<file path="src/rtl/bus_pkg.sv">
// Definitions shared by the bus terminals, the arbiter and the scoreboard:
// the destination-ID field layout and a helper to extract it from a packet.
package bus_pkg;

  localparam int ID_W = 8;
  localparam logic [ID_W-1:0] BCAST_ID = 8'hFF;

  // Default packet width used by the bus slice; instances may override
  // their own pckg_sz parameter, while pkt_t covers the common case.
  localparam int PKT_W = 16;
  typedef logic [PKT_W-1:0] pkt_t;

  // Destination ID sits in the top ID_W bits of every packet.
  function automatic logic [ID_W-1:0] pkt_id(input pkt_t pkt);
    return pkt[PKT_W-1 -: ID_W];
  endfunction

endpackage

</file>
<file path="src/rtl/tx_fifo_mem.sv">
// Storage array for the transmit FIFO: depth x pckg_sz registers with one
// clocked write port and one combinational read port. Contents are never
// reset; the control logic decides when an entry is meaningful.
module tx_fifo_mem
  import bus_pkg::*;
#(
  parameter int pckg_sz = 16,
  parameter int depth   = 8
) (
  input  logic                     clk,
  input  logic                     wr_en,
  input  logic [$clog2(depth)-1:0] wr_addr,
  input  logic [pckg_sz-1:0]       wr_data,
  input  logic [$clog2(depth)-1:0] rd_addr,
  output logic [pckg_sz-1:0]       rd_data
);

  localparam int AW = $clog2(depth);

  logic [pckg_sz-1:0] mem_reg [depth];

  genvar gi;
  generate
    for (gi = 0; gi < depth; gi++) begin : g_entry
      // Each entry captures the write data when it is the addressed slot.
      always_ff @(posedge clk) begin
        if (wr_en && (wr_addr == AW'(gi))) begin
          mem_reg[gi] <= wr_data;
        end
      end
    end
  endgenerate

  // Show-ahead read of the slot at the read pointer.
  assign rd_data = mem_reg[rd_addr];

endmodule

</file>
<file path="src/rtl/bus_term_tx_fifo.sv">
// Per-terminal transmit FIFO feeding the bus arbiter through the
// pndng/pop/D_pop handshake. Head packet is presented show-ahead.
// Optional feature macro: TX_FIFO_OVF_CNT_EN adds a saturating 8-bit
// count of dropped pushes on output ovf_cnt.
// depth must be a power of two and at least 2 so the pointers wrap
// naturally at their bit width.
module bus_term_tx_fifo
  import bus_pkg::*;
#(
  parameter int pckg_sz = 16,
  parameter int depth   = 8
) (
  input  logic                       clk,
  input  logic                       reset,
  input  logic                       push,
  input  logic [pckg_sz-1:0]         D_push,
  output logic                       full,
  output logic                       pndng,
  output logic [pckg_sz-1:0]         D_pop,
  input  logic                       pop,
  output logic [$clog2(depth):0]     count,
`ifdef TX_FIFO_OVF_CNT_EN
  output logic [7:0]                 ovf_cnt,
`endif
  output logic                       ovf
);

  localparam int AW = $clog2(depth);
  localparam int CW = AW + 1;
  localparam logic [CW-1:0] DEPTH_C = CW'(depth);

  logic [AW-1:0]      wr_ptr_reg, wr_ptr_next;
  logic [AW-1:0]      rd_ptr_reg, rd_ptr_next;
  logic [CW-1:0]      count_reg, count_next;
  logic               ovf_reg, ovf_next;
  logic               wr_en;
  logic               rd_en;
  logic [pckg_sz-1:0] rd_data;

  // Status flags come straight from the registered occupancy.
  assign full  = (count_reg == DEPTH_C);
  assign pndng = (count_reg != '0);
  assign count = count_reg;
  assign ovf   = ovf_reg;

  // Force the head to zero while empty so reset shows a clean D_pop even
  // though the storage itself is never cleared.
  assign D_pop = pndng ? rd_data : '0;

  tx_fifo_mem #(
    .pckg_sz (pckg_sz),
    .depth   (depth)
  ) u_mem (
    .clk     (clk),
    .wr_en   (wr_en),
    .wr_addr (wr_ptr_reg),
    .wr_data (D_push),
    .rd_addr (rd_ptr_reg),
    .rd_data (rd_data)
  );

  // Handshake decode and next-state for pointers, occupancy and overflow.
  always_comb begin
    wr_en       = push && (!full || pop);
    rd_en       = pop && pndng;
    wr_ptr_next = wr_ptr_reg;
    rd_ptr_next = rd_ptr_reg;
    count_next  = count_reg;
    ovf_next    = push && full && !pop;
    if (wr_en) begin
      wr_ptr_next = wr_ptr_reg + 1'b1;
    end
    if (rd_en) begin
      rd_ptr_next = rd_ptr_reg + 1'b1;
    end
    if (wr_en && !rd_en) begin
      count_next = count_reg + 1'b1;
    end else if (rd_en && !wr_en) begin
      count_next = count_reg - 1'b1;
    end
  end

  // Control state register; asynchronous clear discards all queued packets.
  always_ff @(posedge clk or negedge reset) begin
    if (!reset) begin
      wr_ptr_reg <= '0;
      rd_ptr_reg <= '0;
      count_reg  <= '0;
      ovf_reg    <= 1'b0;
    end else begin
      wr_ptr_reg <= wr_ptr_next;
      rd_ptr_reg <= rd_ptr_next;
      count_reg  <= count_next;
      ovf_reg    <= ovf_next;
    end
  end

`ifdef TX_FIFO_OVF_CNT_EN
  logic [7:0] ovf_cnt_reg;

  // Saturating tally of dropped pushes, updated alongside the ovf pulse.
  always_ff @(posedge clk or negedge reset) begin
    if (!reset) begin
      ovf_cnt_reg <= '0;
    end else if (ovf_next && (ovf_cnt_reg != 8'hFF)) begin
      ovf_cnt_reg <= ovf_cnt_reg + 8'd1;
    end
  end

  assign ovf_cnt = ovf_cnt_reg;
`endif

endmodule

</file>
<file path="config.mk">
export PLATFORM = sky130hd
export DESIGN_NAME = bus_term_tx_fifo
export DESIGN_NICKNAME = d
export VERILOG_FILES = /design/src/rtl/bus_pkg.sv /design/src/rtl/tx_fifo_mem.sv /design/src/rtl/bus_term_tx_fifo.sv
export SDC_FILE = /design/constraint.sdc
export NUM_CORES = 1
export LEC_CHECK = 0
export ABC_CLOCK_PERIOD_IN_PS = 2800
export BUFFER_PORTS_ARGS = -buffer_cell sky130_fd_sc_hd__buf_2
export CORE_MARGIN = 2
export CORE_UTILIZATION = 33
export CTS_CLUSTER_DIAMETER = 200
export CTS_CLUSTER_SIZE = 10
export DETAILED_ROUTE_END_ITERATION = 8
export PLACE_DENSITY = 0.51
export SLEW_MARGIN = 10
export SYNTH_ARGS = -nofsm -noshare
export SYNTH_HDL_FRONTEND = slang
export SYNTH_SLANG_ARGS = --single-unit
</file>
<file path="constraint.sdc">
create_clock -name clk -period 2.8 [get_ports clk]
set_input_delay 0.42 -clock clk [delete_from_list [all_inputs] [get_ports clk]]
set_output_delay 0.42 -clock clk [all_outputs]
set_load 0.02 [all_outputs]
</file>
Yosys cells after proc, flatten, opt, wreduce, memory -nomap -nowiden --
Memories as Yosys holds them, arrays and structs flattened. Index checks and enable logic that the tools add are counted.
Word-level totals: flip-flop bits (word level) 11, bits in latches 0, RAM bits 128, bits in read-only memories 0, input port bits 20, output and inout port bits 23, logic and storage cells 86, memories kept 1
Memories:
- u_mem.mem_reg | depth 8, bits a word 16, read ports 1, clocked after memory_dff 0, wr ports 1, RTL line tx_fifo_mem.sv:20 | logic [pckg_sz-1:0] mem_reg [depth];
Operators by class: add/sub/neg operators 4, multiply operators 0, div/mod/pow operators 0, $lt $le $gt $ge 0, equality and inequality tests 8, shifts and indexed selects 0, multiplexer cells 40, bitwise gates (word level) 0, reduce and logical (&&, ||, !) cells 29
Operators by type and width (count):
- $mux 16 | 8
- $reduce_or 16->1 | 7
- $mux 1 | 23
- $mux 3 | 7
- $logic_and 1x1->1 | 14
- $eq 3x3->1 const B | 4
- $mux 4 | 2
- $add 3x1->3 const B | 2
- $eq 3x2->1 const B | 2
- $add 4x1->4 const B | 1
- $eq 4x4->1 const B | 1
- $logic_not 1->1 | 4
- $reduce_bool 4->1 | 1
- $sub 4x1->4 const B | 1
- $eq 3x1->1 const B | 1
- $logic_not 3->1 | 1
- $reduce_bool 2->1 | 1
- $logic_or 1x1->1 | 1

Logic depth before layout (Yosys ltp) --
word-level depth 15, depth in mapped cells 9, mapped depth without buffers 8

By module --
From an unflattened synthesis, not the netlist that was laid out.
Unflattened totals: cells, all modules 268, area total of the unflattened synthesis 5738.0 µm²
Modules (own cells, without submodules):
- tx_fifo_mem | instances 1, cells an instance 198, area an instance 4973.5 µm², seq. area each 3843.7 µm²
- bus_term_tx_fifo | instances 1, cells an instance 70, area an instance 764.5 µm², seq. area each 275.3 µm²

Least setup slack after synthesis --
Ideal clock, no wire load.
path kind register to register, start register count_reg[0] (netlist: count[0]), end register count_reg[3] (netlist: count[3]), library setup time 131 ps, data arrival time 2819 ps, data required time 2669 ps, slack -150 ps, cell stages (with the launch flop) 10, buffers on the path 1, clock period less this slack 2950 ps, path through dfrtp_1 or4b_1 o21a_1 clkbuf_1 ha_1 inv_1 ha_1 or4_1 o211ai_1 o211ai_1
Between the ends: cells in the longest elaborated chain, start to end 7, elaborated cells between the ends (all ways) 15, those cells by class add/sub: 2; eq/ne: 1; mux: 2; reduce/logical: 10
Ends and longest elaborated chain:
- from (decl) | RTL line bus_term_tx_fifo.sv:34 | logic [CW-1:0] count_reg, count_next;
- from (signal assigned) | RTL line bus_term_tx_fifo.sv:93 | count_reg <= count_next;
- $eq 4x4->1 * | RTL line bus_term_tx_fifo.sv:41 | assign full = (count_reg == DEPTH_C);
- $logic_not 1->1 * | RTL line bus_term_tx_fifo.sv:64 | wr_en = push && (!full || pop);
- $logic_or 1x1->1 * | RTL line bus_term_tx_fifo.sv:64
- $logic_and 1x1->1 * | RTL line bus_term_tx_fifo.sv:64
- named net u_mem.wr_en | RTL line tx_fifo_mem.sv:11 | input logic wr_en,
- $logic_not 1->1 | RTL line bus_term_tx_fifo.sv:78 | end else if (rd_en && !wr_en) begin
- $logic_and 1x1->1 | RTL line bus_term_tx_fifo.sv:78
- $reduce_bool 2->1 (no line)
Mark *: on every way through the listed nets, which the timed path passes. The rest lies on a longest branch. The select of a mux whose other input is x is not followed. A chain may end at the register's enable or synchronous reset.

Final worst setup path --
start register count_reg[2] (netlist: count[2]), end output D_pop[7]
Between the ends: cells in the longest elaborated chain, start to end 2
Ends and longest elaborated chain:
- $reduce_bool 4->1 | RTL line bus_term_tx_fifo.sv:42 | assign pndng = (count_reg != '0);
- $mux 16 | RTL line bus_term_tx_fifo.sv:48 | assign D_pop = pndng ? rd_data : '0;
- to (decl) | RTL line bus_term_tx_fifo.sv:19 | output logic [pckg_sz-1:0] D_pop,
Every way passes these cells.

==> out/metrics.csv <==
stage,metric,value,unit
clock_network,cts.htree.levels,4,
grt,grtUsageMet2,20.8,%
grt,grt_start_max_net_pins,33,
synthesis,xor_xnor_share_of_the_synthesized_area,0.793,%
grt,grt_antenna_before_repair,1,
synthesis,yosys-mux-area-fraction,14.0,%
worst_setup_path,timing.rr.end,count[3]$_DFFE_PN0P_,
grt,first_global_vias,2860,
placement,detailedPlacementHpwl,6030,microns
sta,drv_slew,0,
sta,layout_worst_path_cycle_share,95.9,%
floorplan,floorplan.initialDensity,33.5,%
worst_setup_path,worst_setup_path_end_kind,output pin,
synthesis,synth_largest_type_area_fraction,69.6,%
pwr,vdd.ir_drop.worst,0.000554,V
grt,grt.total_usage,12.9,%
routing,dr_total_vias,2646,
pwr,cellPowerDensity,1120,nW/um^2
sta,slew_headroom,24.6,%
sta,finClkSkew,0.00673,ns
placement,dpl-instance-area,6050,sq um
worst_setup_path,peak_per_stage_delay_on_the_critical_path,0.53,ns
pwr,clockPowerShare,28.7,%
worst_setup_path,r2r-start,count[2]$_DFFE_PN0P_,
synthesis,ys_top_cells_by_area,"sky130_fd_sc_hd__edfxtp_1 (70%), sky130_fd_sc_hd__mux4_2 (13%), sky130_fd_sc_hd__dfrtp_1 (5.0%)",
status,run_status,finished clean,
synthesis,syn-num-nets,289,
routing,postRouteWirelength,10500,microns
clock_network,cts_root_buffer,sky130_fd_sc_hd__clkbuf_16,
worst_setup_path,startpoint_type,flip-flop,
synthesis,yosys.area_share.simple,2.58,%
synthesis,yosysWarnings,0,
flow_run,drv.max_cap_violation_count,0,
synthesis,post-synth-top-count-cell,sky130_fd_sc_hd__edfxtp_1,
grt,groute.layer.met3.usage,4.34,%
floorplan,core-area,16500,sq um
synthesis,netlist_top_cells_count,"sky130_fd_sc_hd__edfxtp_1 (128), sky130_fd_sc_hd__mux4_2 (32), sky130_fd_sc_hd__a22o_1 (16)",
clock_network,clock_sink_count,139,
placement,gp_congestion,0.680,
sta,final.hold.worst_slack,0.223,ns
finish,largest_reg_flops,128,
placement,placed_cells,516,
pwr,total_power,7.46,mW
finish,design.final.nets,350,
worst_setup_path,cp_slowest_cell,sky130_fd_sc_hd__or4_1,
sta,setup_viol,0,
worst_setup_path,critical_path_cell_by_cell,or4_1 > buf_4 > nor2b_4 > buf_6 > a22o_1 > buf_2,
grt,grt_overflow,0,
synthesis,fraction_of_registers_with_async_set_or_reset_after_synthesis,7.91,%
floorplan,die_w,133,microns
clock_network,cts_max_path_buffers,2,
worst_hold_path,hold_path_depth,2,
pwr,power.switching,2.36,mW
synthesis,synth_compound_gate_area_share,3.42,%
clock_network,worstSkewPairLatency,0.41,ns
sta,final.setup.tns,0,ns
grt,grt_most_used_layer,met2,
sta,grt_setup_unrepaired,false,
synthesis,ys_types,31,
routing,route.detailed.vias_per_inst,4.80,
synthesis,syn-cell-area,5520,sq um
finish,design_area,6670,sq um
worst_hold_path,hold_path_end,ovf$_DFF_PN0_,
routing,first_iter_violations,174,
finish,num_antenna_cells,0,
worst_setup_path,reg2reg_depth,8,
worst_hold_path,holdCritPathClass,input pin to flip-flop,
finish,final_cells,551,
worst_setup_path,required,2.38,ns
pwr,cell_internal_pwr,5.10,mW
routing,drt-pass1-iter-count,4,
floorplan,fp.dieH,133,microns
clock_network,clkSlewWorstSetupHoldPaths,0.05,ns
grt,grt_first_pass_wirelength,16600,microns
worst_setup_path,r2r_slack,0.16,ns
floorplan,ios,43,
sta,fin_crit,2.68,ns
worst_hold_path,hp-start,pop,
floorplan,die_area,17800,sq um
synthesis,synthAdderAreaFrac,2.63,%
worst_setup_path,arrival,2.26,ns
placement,port_buffers,42,
clock_network,cts-buffers-inserted,17,
clock_network,cts_tree,yes,
sta,worst_pin_slew,1.13,ns
routing,detail-route-antenna-nets,0,
pwr,p_sw_share,31.7,%
finish,layout_cells_sized_above_1,38.4,%
sta,maximum_clock_rate,373,MHz
routing,remaining_drc_errors,0,
synthesis,dominant_combinational_cell_family_by_area_after_synthesis,multiplexers,
routing,route.detailed.wl_per_inst,19.0,microns
synthesis,synth_area_leader_cell,sky130_fd_sc_hd__edfxtp_1,
pwr,power.share.combinational,33.8,%
synthesis,ys_ff_latch,139,
pwr,seq_power_share,37.5,%
synthesis,synth_cells,258,
worst_setup_path,critPathMaxFanout,10,
grt,grt_use_met1,16.5,%
pwr,total_leakage_power,2.32,nW
synthesis,avgSynthCellArea,21.4,sq um
worst_setup_path,timing.setup.critical_path_class,flip-flop to output pin,
synthesis,post_synth_edffs,128,
synthesis,seq_area_frac_synth,74.6,%
floorplan,rows,47,
sta,finalHoldViolations,0,
finish,areaGrowthSynthToFinish,20.7,%
synthesis,synth-main-ff-cell,sky130_fd_sc_hd__edfxtp_1,
## logic make-up (layout without fill, tap and decap cells)
logic type               count (synthesis)  in the layout
AND/OR/NAND/NOR                         23             23
buffers and inverters                   20             93
flip-flops                             139            139
adder cells (fa/ha/maj)                 11             11
XOR/XNOR                                 5              5
AO/OA/AOI/OAI                           23             23
multiplexers                            37             37
## how the worst max path moves through the flow
stage	from	to	slack [ns]	depth (start not counted)
after global placement	count[2]$_DFFE_PN0P_	count[3]$_DFFE_PN0P_	0.18	8
final	count[2]$_DFFE_PN0P_	D_pop[7]	0.12	6
after detailed placement	count[0]$_DFFE_PN0P_	count[3]$_DFFE_PN0P_	0.14	8
after CTS	count[2]$_DFFE_PN0P_	D_pop[7]	0.02	6
after floorplan	count[2]$_DFFE_PN0P_	count[3]$_DFFE_PN0P_	0.01	9
after global routing	count[2]$_DFFE_PN0P_	D_pop[7]	0.01	6
## repair_timing
| item | CTS | global route |
|---|---|---|
| gates resized for setup | 2 | 1 |
| gates cloned | 0 | 0 |
| endpoints found under the hold margin | 11 | 0 |
| buffers inserted | 1 | 2 |
| endpoints found under the setup margin | 10 | 10 |
| hold buffers | 1 | 0 |
## worst max-delay path: cells and delay by family (launching register included)
family	cells	cell delay, ns
compound gates	1	0.22
simple gates	2	0.69
buf+inv	3	0.50
flops	1	0.44
## metrics by stage
stage / util (%) / setup WS, ns
after global placement: 36.7 / 0.184
after global routing: 40.5 / 0.0141
final: 40.5 / 0.116
after detailed placement: 36.7 / 0.141
after floorplan: - / 0.0148
after CTS: 40.4 / 0.0192
## placed cells by master, fill, tap and decap left out, types with 2 or more instances in the layout
cell / instances
sky130_fd_sc_hd__a21oi_1: 2
sky130_fd_sc_hd__a22o_1: 16
sky130_fd_sc_hd__and2_1: 2
sky130_fd_sc_hd__and3_1: 6
sky130_fd_sc_hd__buf_12: 2
sky130_fd_sc_hd__buf_2: 42
sky130_fd_sc_hd__buf_4: 11
sky130_fd_sc_hd__bufinv_16: 2
sky130_fd_sc_hd__clkbuf_16: 17
sky130_fd_sc_hd__clkinv_1: 2
sky130_fd_sc_hd__clkinv_4: 4
sky130_fd_sc_hd__clkinvlp_4: 3
sky130_fd_sc_hd__dfrtp_1: 8
sky130_fd_sc_hd__dfrtp_2: 3
sky130_fd_sc_hd__edfxtp_1: 128
sky130_fd_sc_hd__ha_1: 8
sky130_fd_sc_hd__inv_1: 5
sky130_fd_sc_hd__inv_6: 2
sky130_fd_sc_hd__mux2_2: 2
sky130_fd_sc_hd__mux2i_1: 2
sky130_fd_sc_hd__mux4_2: 32
sky130_fd_sc_hd__nand2_1: 3
sky130_fd_sc_hd__nand3_1: 3
sky130_fd_sc_hd__o211ai_1: 2
sky130_fd_sc_hd__or4_1: 2
sky130_fd_sc_hd__xnor2_1: 5
## routing by layer
metal	up-vias	wire, microns
met4	2	113
met5	-	7
met2	68	5230
met1	1378	4630
met3	9	514
li1	1189	-
## power groups by stage
stage	logic (mW)	clock network [mW]	registers, mW
2_1_floorplan	1.81	0	2.82
3_3_place_gp	2.53	0	2.83
3_5_place_dp	2.52	0	2.85
4_1_cts	2.56	2.18	2.81
5_1_grt	2.76	2.27	2.83
6_report	2.52	2.14	2.80
## cell type report
class,instances,area (sq um)
inverter,5,18.8
sequential,139,4120
timing repair buffer,57,354
tap,220,275
clock inverter,14,148
fill,1486,9800
multi-input combinational,99,1320
clock buffer,17,425
Note: power is estimated with default switching activity, not from simulation.
